## src/rtl/wb_dest_pkg.sv

```systemverilog
// Shared constants and destination-select encodings for the writeback destination tracker.
// Latency: n/a (declarations only).
// Backpressure: n/a.
package wb_dest_pkg;

    localparam int ADDR_W_DEF  = 5;
    localparam int DEPTH_DEF   = 4;
    localparam int RA_ADDR_DEF = 31;

    // Destination register source, as driven by the control unit.
    typedef enum logic [1:0] {
        SEL_ALT = 2'b00,
        SEL_RA  = 2'b01,
        SEL_RT  = 2'b10,
        SEL_RD  = 2'b11
    } sel_e;

endpackage

```

## src/rtl/wb_dest_tracker_if.sv

```systemverilog
// Bundle between the control unit (master) and the pending-writeback tracker (slave).
// Latency: n/a (wiring only).
// Backpressure: issue_valid/issue_ready on the push side, commit gated by head_valid on the pop side.
// Ports: issue side (issue_valid, sel, rt_addr, offset, alt_addr, issue_ready), pop side (commit,
//        head_valid, head_addr, count), flush, hazard side (query_a/b, busy_mask, hazard_a/b).
interface wb_dest_tracker_if #(
    parameter int ADDR_W = 5,
    parameter int DEPTH  = 4
);
    localparam int CNT_W = $clog2(DEPTH) + 1;
    localparam int NREG  = 2 ** ADDR_W;

    logic              flush;
    logic              issue_valid;
    logic [1:0]        sel;
    logic [ADDR_W-1:0] rt_addr;
    logic [15:0]       offset;
    logic [ADDR_W-1:0] alt_addr;
    logic              issue_ready;
    logic              commit;
    logic              head_valid;
    logic [ADDR_W-1:0] head_addr;
    logic [CNT_W-1:0]  count;
    logic [NREG-1:0]   busy_mask;
    logic [ADDR_W-1:0] query_a;
    logic [ADDR_W-1:0] query_b;
    logic              hazard_a;
    logic              hazard_b;

    modport slave (
        input  flush, issue_valid, sel, rt_addr, offset, alt_addr, commit, query_a, query_b,
        output issue_ready, head_valid, head_addr, count, busy_mask, hazard_a, hazard_b
    );

    modport master (
        output flush, issue_valid, sel, rt_addr, offset, alt_addr, commit, query_a, query_b,
        input  issue_ready, head_valid, head_addr, count, busy_mask, hazard_a, hazard_b
    );

endinterface

```

## src/rtl/wb_dest_select.sv

```systemverilog
// Destination register address mux: picks rt, rd (offset[15:11]), link register or alt address.
// Latency: purely combinational.
// Backpressure: none.
// Ports: sel, rt_addr, offset, alt_addr in; dest out.
module wb_dest_select
    import wb_dest_pkg::*;
#(
    parameter int ADDR_W  = ADDR_W_DEF,
    parameter int RA_ADDR = RA_ADDR_DEF
) (
    input  logic [1:0]        sel,
    input  logic [ADDR_W-1:0] rt_addr,
    input  logic [15:0]       offset,
    input  logic [ADDR_W-1:0] alt_addr,
    output logic [ADDR_W-1:0] dest
);

    logic [4:0] rd_field;
    assign rd_field = offset[15:11];

    // Only the rd slice of the instruction half-word matters here.
    logic unused_offset_bits;
    assign unused_offset_bits = ^offset[10:0];

    always_comb begin
        dest = alt_addr;
        case (sel)
            SEL_RT:  dest = rt_addr;
            // Size cast truncates to the low bits when the register file is narrower than 32.
            SEL_RD:  dest = ADDR_W'(rd_field);
            SEL_RA:  dest = ADDR_W'(RA_ADDR);
            default: dest = alt_addr;
        endcase
    end

endmodule

```

## src/rtl/wb_dest_tracker.sv

```systemverilog
// In-order pending-writeback FIFO of destination registers with busy mask and two hazard queries.
// Latency: push/pop visible on outputs the cycle after the edge; no same-cycle bypass.
// Backpressure: issue_ready drops at DEPTH entries (not relaxed by same-cycle commit); commit on empty ignored.
// Ports: clk, reset (async active-high), bus (wb_dest_tracker_if.slave).
module wb_dest_tracker
    import wb_dest_pkg::*;
#(
    parameter int ADDR_W  = ADDR_W_DEF,
    parameter int DEPTH   = DEPTH_DEF,
    parameter int RA_ADDR = RA_ADDR_DEF
) (
    input  logic              clk,
    input  logic              reset,
    wb_dest_tracker_if.slave  bus
);

    localparam int PTR_W = $clog2(DEPTH);
    localparam int CNT_W = PTR_W + 1;
    localparam int NREG  = 2 ** ADDR_W;

    logic [ADDR_W-1:0] mem_q [DEPTH];
    logic [ADDR_W-1:0] mem_d [DEPTH];
    logic [DEPTH-1:0]  vld_q, vld_d;
    logic [PTR_W-1:0]  wr_ptr_q, wr_ptr_d;
    logic [PTR_W-1:0]  rd_ptr_q, rd_ptr_d;
    logic [CNT_W-1:0]  count_q, count_d;

    logic [ADDR_W-1:0] dest;
    logic              issue_ready;
    logic              head_valid;
    logic              do_push, do_pop;
    logic [NREG-1:0]   busy;

    wb_dest_select #(
        .ADDR_W  (ADDR_W),
        .RA_ADDR (RA_ADDR)
    ) u_select (
        .sel      (bus.sel),
        .rt_addr  (bus.rt_addr),
        .offset   (bus.offset),
        .alt_addr (bus.alt_addr),
        .dest     (dest)
    );

    assign issue_ready = (count_q != CNT_W'(DEPTH));
    assign head_valid  = (count_q != '0);
    assign do_push     = bus.issue_valid && issue_ready;
    assign do_pop      = bus.commit && head_valid;

    always_comb begin
        mem_d    = mem_q;
        vld_d    = vld_q;
        wr_ptr_d = wr_ptr_q;
        rd_ptr_d = rd_ptr_q;
        count_d  = count_q;
        if (bus.flush) begin
            vld_d    = '0;
            wr_ptr_d = '0;
            rd_ptr_d = '0;
            count_d  = '0;
        end else begin
            // Push and pop never target the same slot: push needs !full, pop needs !empty,
            // and wr_ptr == rd_ptr only at those two extremes.
            if (do_pop) begin
                vld_d[rd_ptr_q] = 1'b0;
                rd_ptr_d        = rd_ptr_q + PTR_W'(1);
            end
            if (do_push) begin
                mem_d[wr_ptr_q] = dest;
                vld_d[wr_ptr_q] = 1'b1;
                wr_ptr_d        = wr_ptr_q + PTR_W'(1);
            end
            case ({do_push, do_pop})
                2'b10:   count_d = count_q + CNT_W'(1);
                2'b01:   count_d = count_q - CNT_W'(1);
                default: count_d = count_q;
            endcase
        end
    end

    always_ff @(posedge clk or posedge reset) begin
        if (reset) begin
            for (int i = 0; i < DEPTH; i++) mem_q[i] <= '0;
            vld_q    <= '0;
            wr_ptr_q <= '0;
            rd_ptr_q <= '0;
            count_q  <= '0;
        end else begin
            mem_q    <= mem_d;
            vld_q    <= vld_d;
            wr_ptr_q <= wr_ptr_d;
            rd_ptr_q <= rd_ptr_d;
            count_q  <= count_d;
        end
    end

    // Duplicates simply OR together, so a register stays busy until its last entry pops.
    always_comb begin
        busy = '0;
        for (int i = 0; i < DEPTH; i++) begin
            if (vld_q[i]) busy[mem_q[i]] = 1'b1;
        end
        busy[0] = 1'b0; // $zero is never a hazard
    end

    assign bus.issue_ready = issue_ready;
    assign bus.head_valid  = head_valid;
    assign bus.head_addr   = head_valid ? mem_q[rd_ptr_q] : '0;
    assign bus.count       = count_q;
    assign bus.busy_mask   = busy;
    assign bus.hazard_a    = busy[bus.query_a];
    assign bus.hazard_b    = busy[bus.query_b];

endmodule

```

## src/flat_wrapper.sv

```systemverilog
// flat-port wrapper written by rule: the top's interface ports become plain ports
module wb_dest_tracker_flat import wb_dest_pkg::*;
#(
    parameter int ADDR_W  = ADDR_W_DEF,
    parameter int DEPTH   = DEPTH_DEF,
    parameter int RA_ADDR = RA_ADDR_DEF
)
  (clk, reset, bus_flush, bus_issue_valid, bus_sel, bus_rt_addr, bus_offset, bus_alt_addr, bus_commit, bus_query_a, bus_query_b, bus_issue_ready, bus_head_valid, bus_head_addr, bus_count, bus_busy_mask, bus_hazard_a, bus_hazard_b);
  wb_dest_tracker_if #(.ADDR_W(ADDR_W), .DEPTH(DEPTH)) bus_i ();
  input  logic clk;
  input  logic reset;
  input wire logic [$bits(bus_i.flush)-1:0] bus_flush;
  input wire logic [$bits(bus_i.issue_valid)-1:0] bus_issue_valid;
  input wire logic [$bits(bus_i.sel)-1:0] bus_sel;
  input wire logic [$bits(bus_i.rt_addr)-1:0] bus_rt_addr;
  input wire logic [$bits(bus_i.offset)-1:0] bus_offset;
  input wire logic [$bits(bus_i.alt_addr)-1:0] bus_alt_addr;
  input wire logic [$bits(bus_i.commit)-1:0] bus_commit;
  input wire logic [$bits(bus_i.query_a)-1:0] bus_query_a;
  input wire logic [$bits(bus_i.query_b)-1:0] bus_query_b;
  output wire logic [$bits(bus_i.issue_ready)-1:0] bus_issue_ready;
  output wire logic [$bits(bus_i.head_valid)-1:0] bus_head_valid;
  output wire logic [$bits(bus_i.head_addr)-1:0] bus_head_addr;
  output wire logic [$bits(bus_i.count)-1:0] bus_count;
  output wire logic [$bits(bus_i.busy_mask)-1:0] bus_busy_mask;
  output wire logic [$bits(bus_i.hazard_a)-1:0] bus_hazard_a;
  output wire logic [$bits(bus_i.hazard_b)-1:0] bus_hazard_b;
  assign bus_i.flush = bus_flush;
  assign bus_i.issue_valid = bus_issue_valid;
  assign bus_i.sel = bus_sel;
  assign bus_i.rt_addr = bus_rt_addr;
  assign bus_i.offset = bus_offset;
  assign bus_i.alt_addr = bus_alt_addr;
  assign bus_i.commit = bus_commit;
  assign bus_i.query_a = bus_query_a;
  assign bus_i.query_b = bus_query_b;
  assign bus_issue_ready = bus_i.issue_ready;
  assign bus_head_valid = bus_i.head_valid;
  assign bus_head_addr = bus_i.head_addr;
  assign bus_count = bus_i.count;
  assign bus_busy_mask = bus_i.busy_mask;
  assign bus_hazard_a = bus_i.hazard_a;
  assign bus_hazard_b = bus_i.hazard_b;
  wb_dest_tracker #(.ADDR_W(ADDR_W), .DEPTH(DEPTH), .RA_ADDR(RA_ADDR)) u_core (.clk(clk), .reset(reset), .bus(bus_i));
endmodule
```

## config.mk

```make
export PLATFORM = sky130hd
export DESIGN_NAME = wb_dest_tracker_flat
export DESIGN_NICKNAME = d
export VERILOG_FILES = /design/src/rtl/wb_dest_pkg.sv /design/src/rtl/wb_dest_tracker_if.sv /design/src/rtl/wb_dest_select.sv /design/src/rtl/wb_dest_tracker.sv /design/src/flat_wrapper.sv
export SDC_FILE = /design/constraint.sdc
export NUM_CORES = 1
export LEC_CHECK = 0
export ABC_CLOCK_PERIOD_IN_PS = 6690
export CORE_UTILIZATION = 44
export CTS_CLUSTER_SIZE = 28
export DETAILED_ROUTE_END_ITERATION = 7
export PLACE_DENSITY = 0.73
export SETUP_SLACK_MARGIN = 0.5
export SLEW_MARGIN = 15
export SYNTH_ARGS = -nofsm -noshare
export SYNTH_HDL_FRONTEND = slang
export SYNTH_SLANG_ARGS = --single-unit
```

## constraint.sdc

```tcl
create_clock -name clk -period 6.69 [get_ports clk]
set_input_delay 0.669 -clock clk [delete_from_list [all_inputs] [get_ports clk]]
set_output_delay 0.669 -clock clk [all_outputs]
set_load 0.01 [all_outputs]
```

; ---- Yosys cells after proc, flatten, opt, wreduce, memory -nomap -nowiden
; Cells that the tools add are included.
; Widths: inputs -> output; s select.
[classes]
order_cmp = 17
mux = 38
addsub = 4
eq_ne = 6
reduce_logical = 14
bitwise_logic = 9
[ops]
columns = operator, n
row1 = $mux 32, 4
row2 = $or 32x32->32, 3
row3 = $lt 5x6->1 const B, 6
row4 = $bwmux 20, 1
row5 = $demux 1 s5, 4
row6 = $ge 5x1->1 const B, 4
row7 = $mux 5, 4
row8 = $mux 4, 4
row9 = $pmux 5 s3, 1
row10 = $bmux 1 s5, 2
row11 = $bmux 5 s2, 1
row12 = $demux 5 s2, 1
row13 = $logic_and 1x1->1, 9
row14 = $mux 1, 8
row15 = $mux 2, 4
row16 = $eq 2x2->1 const B, 3
row17 = $ge 3x3->1 const B, 2
row18 = $lt 2x3->1 const B, 2
row19 = $not 2->3, 2
row20 = $pmux 3 s2, 1
row21 = $reduce_bool 3->1, 2
row22 = $add 2x1->2 const B, 2
row23 = $and 4x4->4, 1
row24 = $demux 1 s2, 2
row25 = other kinds (12), 15
[totals]
ff_bits = 31
output_inout_bits = 44
wordCells = 96

; ---- Logic depth before layout (Yosys ltp)
; Gate-level depths: netlist (run 1).
[logic_depth]
ltp_word = 13
depth_mapped = 11
depth_no_buf = 10

; ---- Modules after synthesis
; A second synthesis (run 1) with hierarchy kept.
[unflattened]
cells_unflattened = 425
hier_area_um2 = 3462.1
[modules_own_cells]
columns = mod, cells_per_inst, area_each_um2, n_inst
row1 = wb_dest_tracker, 408, 3345.7, 1
row2 = wb_dest_select, 17, 116.4, 1

; ---- Least setup slack after synthesis (run 1)
; Ideal clock, no wire load.
[synth_path]
path_kind = flip-flop to output port
start = register u_core.mem_q[5] in the netlist's numbering
end = output bus_hazard_a
t_arrival_ns = 2.058
setup_slack_ns = 3.963
path_buffers = 1
required_ns = 6.021
stages_incl_launch_ff = 9
cell_sequence = dfrtp_1 -> or3b_1 -> buf_2 -> o22ai_1 -> a221oi_1 -> mux4_2 -> o21ai_1 -> nor3_1 -> a211oi_2
[synth_via]
elab_chain_len = 10
elab_cells_between_ends = 11
classes_between = order compare: 2 / mux: 6 / bitwise: 2 / reduce/logical: 1
[synth_rtl]
columns = item, line_no
row1 = "start, declared", wb_dest_tracker.sv:21  ; logic [ADDR_W-1:0] mem_q [DEPTH];
row2 = "start signal, assigned", wb_dest_tracker.sv:89  ; mem_q <= mem_d;
row3 = $lt 5x6->1 (not written as such) or $ge 5x1->1 (tied branches), wb_dest_tracker.sv:101  ; if (vld_q[i]) busy[mem_q[i]] = 1'b1;
row4 = $logic_and 1x1->1 (not written as such), wb_dest_tracker.sv:101
row5 = $mux 1 (not written as such), wb_dest_tracker.sv:101
row6 = $demux 1 s5 *, -
row7 = $or 32x32->32 (no line) *, -
row8 = $mux 32 *, wb_dest_tracker.sv:101
row9 = $or 32x32->32 (no line), -
row10 = $mux 32 *, wb_dest_tracker.sv:101
row11 = $bmux 1 s5 *, wb_dest_tracker.sv:111  ; assign bus.hazard_a = busy[bus.query_a];
row12 = $mux 1 (not written as such) *, wb_dest_tracker.sv:111
row13 = "end, declared", flat_wrapper.sv:26  ; output wire logic [$bits(bus_i.hazard_a)-1:0] bus_hazard_a;
; Every way passes the cells marked *; elsewhere a longest branch is shown, timed or not. The select of a mux whose other input is x is not followed.

; ---- Worst setup path in the final report (run 1)
[layout_path]
start = register u_core.mem_q[14] in the netlist's numbering
end = output bus_hazard_a
[layout_via]
elab_chain_len = 12
elab_cells_between_ends = 13
classes_between = order compare: 2 / mux: 7 / bitwise: 3 / reduce/logical: 1
[layout_rtl]
columns = item, line_no
row1 = $lt 5x6->1 (not written as such) or $ge 5x1->1 (tied branches), wb_dest_tracker.sv:101
row2 = $logic_and 1x1->1 (not written as such), wb_dest_tracker.sv:101
row3 = $mux 1 (not written as such), wb_dest_tracker.sv:101
row4 = $demux 1 s5 *, -
row5 = $or 32x32->32 (no line) *, -
row6 = $mux 32 *, wb_dest_tracker.sv:101
row7 = $or 32x32->32 (no line), -
row8 = $mux 32 *, wb_dest_tracker.sv:101
row9 = $or 32x32->32 (no line), -
row10 = $mux 32 *, wb_dest_tracker.sv:101
row11 = $bmux 1 s5 *, wb_dest_tracker.sv:111
row12 = $mux 1 (not written as such) *, wb_dest_tracker.sv:111
; Marked as above.

==> results of run 1 <==
[routing by layer]
metal,track usage [%],routed length (um)
met1,34.4,4460
met4,15.3,600
met2,47.2,5210
met3,3.37,1010
met5,0,0
[cell type report]
cell class / instances / area (sq um)
Clock inverter: 2 / 35.0
Timing Repair Buffer: 75 / 748
Tap cell: 99 / 124
Clock buffer: 6 / 82.6
Multi-Input combinational cell: 325 / 2420
Sequential cell: 31 / 776
Fill cell: 660 / 3100
Inverter: 33 / 124
[worst reg2reg max path, delay by kind of cell (launching register included)]
family	cells	cell delay [ps]
XOR/XNOR	1	140
AND/OR/NAND/NOR	4	980
AO/OA/AOI/OAI	1	170
adder cells (fa/ha/maj)	1	380
flip-flops	1	450
buffers and inverters	1	60
[worst min-delay path by stage]
stage / from / cells after the start / slack, ps / end
after floorplan: u_core.vld_q[2] / 2 / 530 / u_core.vld_q[2]
after global placement: u_core.wr_ptr_q[1] / 2 / 560 / u_core.wr_ptr_q[1]
after detailed placement: u_core.vld_q[2] / 2 / 570 / u_core.vld_q[2]
after CTS: u_core.wr_ptr_q[1] / 2 / 580 / u_core.wr_ptr_q[1]
after global routing: u_core.vld_q[2] / 2 / 610 / u_core.vld_q[2]
final: u_core.wr_ptr_q[1] / 2 / 570 / u_core.wr_ptr_q[1]
[power groups by stage]
stage | clock, uW | sequential (uW) | combinational (uW)
floorplan | 0 | 330 | 543
global placement | 0 | 486 | 642
detailed placement | 0 | 490 | 651
CTS | 194 | 487 | 660
global route | 202 | 515 | 717
finish | 190 | 496 | 664
[per-stage QoR]
stage	worst slack [ps]	hold WS, ps
after floorplan	3960	530
after global placement	2850	561
after detailed placement	2820	569
after CTS	2650	579
after global routing	2350	611
final	2540	575
[sequential cells by signal, indices dropped and copies added, names as in the netlist]
signal and cells:
u_core.mem_q 20, u_core.vld_q 4, u_core.bus.count 3, u_core.rd_ptr_q 2
u_core.wr_ptr_q 2
[layout by cell type, fill, tap and decap left out, types with 8 or more instances in the layout]
master	synthesis	final
sky130_fd_sc_hd__nor2_1	37	37
sky130_fd_sc_hd__clkdlybuf4s50_1	0	74
sky130_fd_sc_hd__o22ai_1	31	31
sky130_fd_sc_hd__mux4_2	11	11
sky130_fd_sc_hd__nor2b_1	11	11
sky130_fd_sc_hd__a211oi_1	8	8
sky130_fd_sc_hd__mux2i_1	10	10
sky130_fd_sc_hd__nand2_1	35	35
sky130_fd_sc_hd__nand3b_1	15	15
sky130_fd_sc_hd__nand3_1	10	10
sky130_fd_sc_hd__mux2_2	26	26
sky130_fd_sc_hd__dfrtp_1	31	31
sky130_fd_sc_hd__inv_1	32	32
sky130_fd_sc_hd__nor3_1	19	19
sky130_fd_sc_hd__ha_1	8	8
[cells by family (layout without fill, tap and decap cells)]
logic type	count (synthesis)	after routing
muxes	47	47
AOI/OAI and AO/OA	86	86
adders and majority gates	9	9
buffers and inverters	65	116
and+or+nand+nor	177	177
other	1	1
DFF	31	31
xor gates and xnor gates	5	5
==> impl_results.md, run 1 <==
- Outcome: completed
- Post-route design area: 4310 sq um
- Fraction of final layout cells sized beyond drive strength 1: 11.2%
- Gate power share: 49.2%
- Multiplexer share of the synthesized area: 18.6%
- Detail Placement HPWL: 8510 um
- Effective utilization at floorplan: 46.6%
- Detailed-route vias per instance: 6.40
- Critical path cell sequence: nand2b_1 > nor3b_1 > a221oi_1 > mux4_2 > o21ai_1 > nor3_1 > a211oi_2 > clkdlybuf4s50_1
- Full die area: 8210 sq um
- Largest family of logic cells by synthesized area: simple AND/OR/NAND/NOR gates
- Number of vias in the routed layout: 3,652
- Final hold violations: 0
- Yosys reg bits: 31
- Compound-Gate Fraction of Synth Area: 18.3%
- Cells resized by post-CTS repair: 0
- Number of iterations in the first detailed-routing pass: 5
- Number of standard cells after synthesis: 421
- Final count of pins violating max slew: 0
- Final worst clock skew: 4.84 ps
- Antenna violations before repair: 0
- Sw frac: 45.5%
- Number of distinct library cell variants in the gate-level netlist after synthesis: 57
- Sequential area share after synthesis: 22.5%
- Async S/R FF share, synth: 100%
- Worst-case vdd ir drop: 0.271 mV
- Final routed wirelength across all metal layers: 11,300 um
- Most common cell in the netlist: sky130_fd_sc_hd__nor2_1
- Xor and xnor fraction of the mapped netlist area: 1.27%
- Unrepaired setup endpoints after global routing: false
- Critical path peak fanout: 12
- CTS clock-pin slew for the worst setup and hold paths: 60 ps
- Worst setup startpoint: u_core.mem_q[14]
- Relative max-transition margin: 53.7%
- Worst Setup EP: bus_hazard_a
- Share of the core filled with cells: 58.1%
- Sw Pwr: 615 uW
- Die extent in x: 90.6 um
- NumNets Final: 523
- Path depth of the worst reg2reg path: 8
- Classification of the worst-slack hold path: flop to flop
- I/O pins: 87
- Data arrival, critical path: 3480 ps
- Standard-cell rows: 31
- Power density of the placed cells: 313 nW/um^2
- Total number of clock tree sinks: 31
- Origin of the critical flop-to-flop path: u_core.bus.count[0]
- Count of H-tree levels built during CTS: 2
- Power share of the sequential group: 36.8%
- ANT cells: 0
- Post-synth EDFFs: 0
- Required time at the worst-slack endpoint: 6020 ps
- Avg Cell Area, Syn: 8.20 sq um
- Min cycle time layout: 4150 ps
- Family with the most delay on the worst path: simple AND/OR/NAND/NOR gates
- Measured slew at the worst slew-check pin: 693 ps
- Area growth from synthesis to layout: 24.7%
- Root Buffer Master: sky130_fd_sc_hd__clkbuf_8
- Main area contributors after synthesis: sky130_fd_sc_hd__dfrtp_1, sky130_fd_sc_hd__mux2_2, sky130_fd_sc_hd__mux4_2
- Total Power Consumption: 1350 uW
- Critical path capture point type: output port
- First-pass GRT wire length: 18,200 um
- Most area-hungry cell type in the Yosys netlist: sky130_fd_sc_hd__dfrtp_1
- Post-CTS setup buffer count: 0
- Maximum clock path buffer count: 2
- Yosys warning total: 0
- Detailed-route DRC error count: 0
- Synthesized net count: 473
- Final setup fails: 0
- FF-to-FF setup slack: 4390 ps
- TritonCTS clock tree: built
- Vias in the first global route: 3,548
- Cell type of the slowest stage on the worst timing path: sky130_fd_sc_hd__dfrtp_1
- Endpoint of the lowest-slack register-to-register path: u_core.bus.count[2]
- Commonest register cell after synthesis: sky130_fd_sc_hd__dfrtp_1
- Total cell area at the placement stage: 4190 sq um
- Overflow after GRT: 0
- Simple-gate share of the synthesized area: 28.3%
- Number of hold buffers added after cts: 0
- Number of input and output port buffers inserted: 74
- Max-cap viol count: 0
- Critical path buffers and inverters: 1
- Largest net degree at the start of global routing: 32
- Clock insertion delay at the later pin of the skew report: 280 ps
- Critical path depth: 8
- Ratio of final minimum period to clock period: 62.0%
- Number of standard cells in the final layout excluding fillers: 571
- Commonest cells post-synth: sky130_fd_sc_hd__nor2_1, sky130_fd_sc_hd__nand2_1, sky130_fd_sc_hd__inv_1, sky130_fd_sc_hd__dfrtp_1, sky130_fd_sc_hd__o22ai_1
- Core Box Area: 7410 sq um
- Post-synth top area share: 22.5%
- Int Pwr: 735 uW
- Post-synthesis share of cell area spent on full adders, half adders and majority gates: 3.48%
- Routed Antenna Nets: 0
- Maximum single-stage delay on the critical path: 650 ps
- Weighted congestion reported at the end of routability-driven placement: 0.950
- Number of design-rule violations left by the first detailed-router iteration: 386
- Global-route usage over all layers: 27.9%
- Routed wire per std cell: 19.8 um
- Cts bufs inserted: 5
- Standby leakage power: 0.00175 uW
- Vertical die dimension: 90.6 um
- Clock network fraction of design power: 14.1%
- Cells after DPL: 563
- CP startpoint kind: flop
- Critical Setup Path Class: flop to output port
- Area of the mapped netlist: 3450 sq um
- Total Negative Setup Slacks: 0 ps
- Maximum frequency from static timing analysis: 241 MHz
No activity file was read; power rests on OpenSTA's default activity.
==> run 2, diff against run 1 <==
ABC_CLOCK_PERIOD_IN_PS = 3600   (was 6690)
PLACE_DENSITY = 0.76   (was 0.73)
clock period = 3.6 ns   (was 6.69 ns; I/O delays follow)
==> impl_results.md, run 2 (synthesis results as in run 1) <==
- Outcome: completed (unchanged)
- TritonCTS clock tree: built (unchanged)
- Number of iterations in the first detailed-routing pass: 8 (was 5)
- Cells after DPL: 575 (was 563)
- FF-to-FF setup slack: 1340 ps (was 4390 ps)
- Critical path peak fanout: 5 (was 12)
- CTS clock-pin slew for the worst setup and hold paths: 70 ps (was 60 ps)
- Origin of the critical flop-to-flop path: u_core.bus.count[0] (unchanged)
- Top routing layer used: met4 (unchanged)
- Cell type of the slowest stage on the worst timing path: sky130_fd_sc_hd__or4b_4 (was sky130_fd_sc_hd__dfrtp_1)
- Post-route design area: 4640 sq um (was 4310 sq um)
- Final worst clock skew: 5.48 ps (was 4.84 ps)
- Die extent in x: 90.6 um (unchanged)
- Required time at the worst-slack endpoint: 3240 ps (was 6020 ps)
- Critical Setup Path Class: flop to output port (unchanged)
- Min cycle time layout: 2970 ps
- Global-route usage over all layers: 28.5% (was 27.9%)
- Full die area: 8210 sq um (unchanged)
- Classification of the worst-slack hold path: input port to asynchronous set/reset pin (was flop to flop)
- Number of flip-flops under the largest register name: 20 (unchanged)
- Standard-cell rows: 31 (unchanged)
- Final setup fails: 0 (unchanged)
- Count of H-tree levels built during CTS: 2 (unchanged)
- Sw Pwr: 1230 uW (was 615 uW)
- Antenna violations before repair: 0 (unchanged)
- Clock insertion delay at the later pin of the skew report: 290 ps (was 280 ps)
- Cts bufs inserted: 5 (unchanged)
- Number of input and output port buffers inserted: 74 (unchanged)
- CP startpoint kind: flop (unchanged)
- Overflow after GRT: 0 (unchanged)
- Fraction of final layout cells sized beyond drive strength 1: 24.9% (was 11.2%)
- Family with the most delay on the worst path: simple AND/OR/NAND/NOR gates (unchanged)
- Critical path buffers and inverters: 1 (unchanged)
- Critical path capture point type: output port (unchanged)
- First-pass GRT wire length: 18,600 um (was 18,200 um)
- Worst-case vdd ir drop: 0.602 mV (was 0.271 mV)
- Met3 Routed Length: 1140 um (was 1010 um)
- Path depth of the worst reg2reg path: 9 (was 8)
- Met2 wirelength from detailed routing: 5390 um (was 5210 um)
- Most used cells in the layout excluding fill and tap cells: sky130_fd_sc_hd__clkdlybuf4s50_1, sky130_fd_sc_hd__nor2_1, sky130_fd_sc_hd__nand2_1, sky130_fd_sc_hd__inv_1, sky130_fd_sc_hd__buf_4 (was sky130_fd_sc_hd__clkdlybuf4s50_1, sky130_fd_sc_hd__nor2_1, sky130_fd_sc_hd__nand2_1, sky130_fd_sc_hd__inv_1)
- Most flop-heavy register: u_core.mem_q (unchanged)
- Data arrival, critical path: 2610 ps (was 3480 ps)
- Final count of pins violating max slew: 0 (unchanged)
- Routed wire per std cell: 20.0 um (was 19.8 um)
- Root Buffer Master: sky130_fd_sc_hd__clkbuf_8 (unchanged)
- Vertical die dimension: 90.6 um (unchanged)
- Unrepaired setup endpoints after global routing: false (unchanged)
- Standby leakage power: 0.00189 uW (was 0.00175 uW)
- Worst hold margin: 469 ps (was 575 ps)
- Detailed-route vias per instance: 6.48 (was 6.40)
- Detail Placement HPWL: 8930 um (was 8510 um)
- Int Pwr: 1520 uW (was 735 uW)
- Detailed-route DRC error count: 0 (unchanged)
- Routed Antenna Nets: 0 (unchanged)
- Measured slew at the worst slew-check pin: 625 ps (was 693 ps)
- Power density of the placed cells: 594 nW/um^2 (was 313 nW/um^2)
- Maximum single-stage delay on the critical path: 590 ps (was 650 ps)
- Critical path cell sequence: or4b_4 > o22ai_2 > a211oi_1 > mux4_2 > nor2_1 > o21ai_1 > a211oi_2 > buf_2 (was nand2b_1 > nor3b_1 > a221oi_1 > mux4_2 > o21ai_1 > nor3_1 > a211oi_2 > clkdlybuf4s50_1)
- Ratio of final minimum period to clock period: 82.4%
- Relative max-transition margin: 58.3% (was 53.7%)
- Most common cell after layout, fill and taps aside: sky130_fd_sc_hd__clkdlybuf4s50_1 (unchanged)
- Area growth from synthesis to layout: 34.3% (was 24.7%)
- Max-cap viol count: 0 (unchanged)
- Filler Cells Inserted: 622 (was 660)
- Number of design-rule violations left by the first detailed-router iteration: 392 (was 386)
- Number of vias in the routed layout: 3,894 (was 3,652)
- Core Box Area: 7410 sq um (unchanged)
- ANT cells: 0 (unchanged)
- Weighted congestion reported at the end of routability-driven placement: 0.983 (was 0.950)
- Total cell area at the placement stage: 4280 sq um (was 4190 sq um)
- Endpoint of the lowest-slack register-to-register path: u_core.bus.count[2] (unchanged)
- Total Negative Setup Slacks: 0 ps (unchanged)
- Final routed wirelength across all metal layers: 12,000 um (was 11,300 um)
- Maximum clock path buffer count: 2 (unchanged)
- Largest net degree at the start of global routing: 32 (unchanged)
- Total number of clock tree sinks: 31 (unchanged)
- Power share of the sequential group: 32.5% (was 36.8%)
- Vias in the first global route: 3,596 (was 3,548)
- Final hold violations: 0 (unchanged)
- Maximum frequency from static timing analysis: 337 MHz
- Gate power share: 54.4% (was 49.2%)
- I/O pins: 87 (unchanged)
- Sw frac: 44.8% (was 45.5%)
- Number of standard cells in the final layout excluding fillers: 601 (was 571)
- Share of the core filled with cells: 62.6% (was 58.1%)
- NumNets Final: 553 (was 523)
- Effective utilization at floorplan: 46.6% (unchanged)
- Clock network fraction of design power: 13.1% (was 14.1%)
- Metal1 wirelength: 4670 um (was 4460 um)
==> run 2: cell count changes in the layout (fill, tap and decap cells not counted), sizes merged <==
cell,change
buf,+32
clkdlybuf4s50,-2
==> run 2: layout make-up <==
| cell class | instances | area [sq um] | share of cell area [%] |
|---|---|---|---|
| well taps | 99 | 124 | 2.67 |
| clock inverters | 2 | 35.0 | 0.756 |
| clock buffers | 6 | 82.6 | 1.78 |
| multi-input cells | 325 | 2510 | 54.1 |
| inverters | 33 | 124 | 2.67 |
| repair buffers | 105 | 963 | 20.8 |
| flip-flops and latches | 31 | 801 | 17.3 |
==> run 2: power groups by stage <==
stage	Clock [uW]	Sequential (uW)	Combinational, uW
after detailed placement	0	865	1320
final	359	895	1500
after global placement	0	845	1290
after CTS	361	866	1340
after floorplan	0	613	1010
after global routing	379	916	1590
==> run 2: worst max-delay path by stage <==
| stage | startpoint | endpoint | slack [ps] | cells past startpoint |
|---|---|---|---|---|
| 2_1_floorplan | u_core.mem_q[5] | bus_hazard_a | 1180 | 8 |
| 3_3_place_gp | u_core.mem_q[16] | bus_hazard_b | 440 | 8 |
| 3_5_place_dp | u_core.mem_q[16] | bus_hazard_b | 410 | 8 |
| 4_1_cts | u_core.mem_q[16] | bus_hazard_b | 490 | 8 |
| 5_1_grt | u_core.mem_q[15] | bus_hazard_b | 530 | 9 |
| 6_report | u_core.mem_q[16] | bus_hazard_b | 630 | 8 |
==> run 2: repair_timing <==
item,4_1_cts,5_1_grt
hold buffers,0,0
buffers inserted,1,17
resized for setup,15,33
pin swaps,0,4
endpoints found under the setup margin,2,2
cloned,0,0
==> run 2: stage by stage <==
stage	power (uW)	setup WS, ps
after global routing	2890	527
after CTS	2570	487
after global placement	2140	442
after detailed placement	2190	413
final	2750	634
after floorplan	1620	1180
==> run 2: routing by layer <==
metal	up-vias	global-route usage [%]
met2	303	46.3
met1	1794	36.0
met4	0	16.0
met3	76	4.21
li1	1721	-
met5	-	0
==> run 3, diff against run 2 <==
ABC_CLOCK_PERIOD_IN_PS = 2500   (was 3600)
clock period = 2.5 ns   (was 3.6 ns; I/O delays follow)
==> impl_results.md, run 3 (synthesis results as in run 1) <==
- Cells after DPL: 694 (was 575)
- Number of vias in the routed layout: 4,961 (was 3,894)
- Maximum clock path buffer count: 2 (unchanged)
- Worst setup startpoint: u_core.mem_q[5] (was u_core.mem_q[16])
- Final routed wirelength across all metal layers: 18,200 um (was 12,000 um)
- Number of hold buffers added after cts: 0 (unchanged)
- Core Box Area: 7410 sq um (unchanged)
- Violations in the final reports: setup timing
- Critical path cell sequence: nand3b_1 > buf_4 > o22ai_4 > a221oi_4 > mux4_2 > o21ai_2 > a21oi_2 > a211oi_2 > buf_2 (was or4b_4 > o22ai_2 > a211oi_1 > mux4_2 > nor2_1 > o21ai_1 > a211oi_2 > buf_2)
- Critical path capture point type: output port (unchanged)
- Number of design-rule violations left by the first detailed-router iteration: 411 (was 392)
- Required time at the worst-slack endpoint: 2250 ps (was 3240 ps)
- Cell type of the slowest stage on the worst timing path: sky130_fd_sc_hd__mux4_2 (was sky130_fd_sc_hd__or4b_4)
- Int Pwr: 3190 uW (was 1520 uW)
- Total Power Consumption: 5820 uW (was 2750 uW)
- Number of standard cells in the final layout excluding fillers: 754 (was 601)
- Worst-case vdd ir drop: 0.884 mV (was 0.602 mV)
- Post-route setup slack: -478 ps (was 634 ps)
- Power share of the sequential group: 19.3% (was 32.5%)
- Gate power share: 73.5% (was 54.4%)
- Antenna violations before repair: 0 (unchanged)
- Filler Cells Inserted: 337 (was 622)
- Ratio of final minimum period to clock period: 119%
- Min cycle time layout: 2980 ps
- Cts bufs inserted: 5 (unchanged)
- Classification of the worst-slack hold path: input port to asynchronous set/reset pin (unchanged)
- Total Negative Setup Slacks: -991 ps (was 0 ps)
- Endpoint of the lowest-slack register-to-register path: u_core.bus.count[2] (unchanged)
- NumNets Final: 706 (was 553)
- Final count of pins violating max slew: 0 (unchanged)
- Global-route usage over all layers: 37.8% (was 28.5%)
- Sw frac: 45.1% (was 44.8%)
- Weighted congestion reported at the end of routability-driven placement: 0.980 (was 0.983)
- Number of input and output port buffers inserted: 74 (unchanged)
- Critical Setup Path Class: flop to output port (unchanged)
- Path depth of the worst reg2reg path: 9 (unchanged)
- Clock insertion delay at the later pin of the skew report: 290 ps (about the same)
- Total area of multi-input combinational cells: 3110 sq um (was 2510 sq um)
- Overflow after GRT: 0 (unchanged)
- First-pass GRT wire length: 24,000 um (was 18,600 um)
- Number of flip-flops under the largest register name: 20 (unchanged)
- Critical path depth: 9 (was 8)
- Final worst clock skew: 4.44 ps (was 5.48 ps)
- Full die area: 8210 sq um (unchanged)
- Critical path buffers and inverters: 2 (was 1)
- Area growth from synthesis to layout: 92.1% (was 34.3%)
- TritonCTS clock tree: built (unchanged)
- ANT cells: 0 (unchanged)
- Detailed-route DRC error count: 0 (unchanged)
- Routed Antenna Nets: 0 (unchanged)
- Most flop-heavy register: u_core.mem_q (unchanged)
- Standby leakage power: 0.00286 uW (was 0.00189 uW)
- Critical path peak fanout: 7 (was 5)
- Unrepaired setup endpoints after global routing: true (was false)
- Count of H-tree levels built during CTS: 2 (unchanged)
- CTS clock-pin slew for the worst setup and hold paths: 70 ps (about the same)
- Vertical die dimension: 90.6 um (unchanged)
- Clock network fraction of design power: 7.2% (was 13.1%)
- Power density of the placed cells: 877 nW/um^2 (was 594 nW/um^2)
- Worst hold margin: 436 ps (was 469 ps)
- FF+latch area: 793 sq um (was 801 sq um)
- Share of the core filled with cells: 89.5% (was 62.6%)
- Family with the most delay on the worst path: compound AO/OA/AOI/OAI gates (was simple AND/OR/NAND/NOR gates)
- Max-cap viol count: 0 (unchanged)
- Vias in the first global route: 4,653 (was 3,596)
- Detailed-route vias per instance: 6.58 (was 6.48)
- Root Buffer Master: sky130_fd_sc_hd__clkbuf_8 (unchanged)
- Largest net degree at the start of global routing: 32 (unchanged)
- Data arrival, critical path: 2730 ps (was 2610 ps)
- Detail Placement HPWL: 11,000 um (was 8930 um)
- Effective utilization at floorplan: 46.6% (unchanged)
- Routed wire per std cell: 24.2 um (was 20.0 um)
- Fraction of final layout cells sized beyond drive strength 1: 62.1% (was 24.9%)
- Standard-cell rows: 31 (unchanged)
- Sw Pwr: 2620 uW (was 1230 uW)
- Number of iterations in the first detailed-routing pass: 7 (was 8)
- Outcome: finished with violations (was completed)
- Final setup fails: 3 (was 0)
- FF-to-FF setup slack: 450 ps (was 1340 ps)
- Origin of the critical flop-to-flop path: u_core.bus.count[2] (was u_core.bus.count[0])
- Final hold violations: 0 (unchanged)
- Most common cell after layout, fill and taps aside: sky130_fd_sc_hd__buf_4 (was sky130_fd_sc_hd__clkdlybuf4s50_1)
- Worst Setup EP: bus_hazard_b (unchanged)
- Maximum frequency from static timing analysis: 336 MHz
- Maximum single-stage delay on the critical path: 500 ps (was 590 ps)
- Total number of clock tree sinks: 31 (unchanged)
- Most used cells in the layout excluding fill and tap cells: sky130_fd_sc_hd__buf_4, sky130_fd_sc_hd__buf_6, sky130_fd_sc_hd__clkdlybuf4s50_1, sky130_fd_sc_hd__nand2_1, sky130_fd_sc_hd__nor2_1 (was sky130_fd_sc_hd__clkdlybuf4s50_1, sky130_fd_sc_hd__nor2_1, sky130_fd_sc_hd__nand2_1, sky130_fd_sc_hd__inv_1, sky130_fd_sc_hd__buf_4)
- Die extent in x: 90.6 um (unchanged)
- CP startpoint kind: flop (unchanged)
- I/O pins: 87 (unchanged)
## run 3: cell type report
cell class | count | area share [%]
clock buffers | 7 | 1.30
inverters | 33 | 1.91
flip-flops and latches | 31 | 12.0
well taps | 99 | 1.87
repair buffers | 258 | 36.0
clock inverters | 1 | 0.0755
multi-input cells | 325 | 46.9
## run 3: through the flow
| stage | area (sq um) | setup WS [ps] |
|---|---|---|
| after floorplan | 3530 | 236 |
| after global placement | 5220 | -407 |
| after detailed placement | 5220 | -495 |
| after CTS | 6150 | -319 |
| after global routing | 6630 | -500 |
| final | 6630 | -478 |
## run 3: worst min-delay path: stages
cell and delay, ps:
sky130_fd_sc_hd__clkdlybuf4s50_1 420, sky130_fd_sc_hd__inv_1 100, sky130_fd_sc_hd__buf_4 380
## run 3: repair_timing
| item | CTS | global route |
|---|---|---|
| resized for setup | 295 | 102 |
| endpoints found under the setup margin | 41 | 50 |
| cloned | 0 | 0 |
| setup buffers | 32 | 20 |
| pin swaps | 45 | 39 |
## run 3: worst min path at each step
stage	start	to	slack, ps	cells after the start
6_report	reset	u_core.mem_q[4]	440	3
5_1_grt	reset	u_core.mem_q[5]	470	3
4_1_cts	reset	u_core.bus.count[1]	400	3
3_5_place_dp	u_core.bus.count[2]	u_core.bus.count[2]	580	2
3_3_place_gp	u_core.bus.count[2]	u_core.bus.count[2]	560	2
2_1_floorplan	reset	u_core.bus.count[1]	350	1
## run 3: metal layers
| layer | track usage [%] | vias up | part of all wire (%) |
|---|---|---|---|
| li1 | - | 2032 | - |
| met1 | 38.8 | 2319 | 33 |
| met2 | 71.0 | 441 | 49 |
| met3 | 4.12 | 169 | 8.4 |
| met4 | 26.6 | 0 | 10 |
| met5 | 0 | - | 0 |
## run 3: power groups by stage
stage | clock network [uW] | registers [uW] | logic, uW
final | 420 | 1120 | 4280
after global routing | 441 | 1140 | 4440
after CTS | 412 | 1030 | 3650
after detailed placement | 0 | 1020 | 2950
after global placement | 0 | 991 | 2890
after floorplan | 0 | 886 | 1540
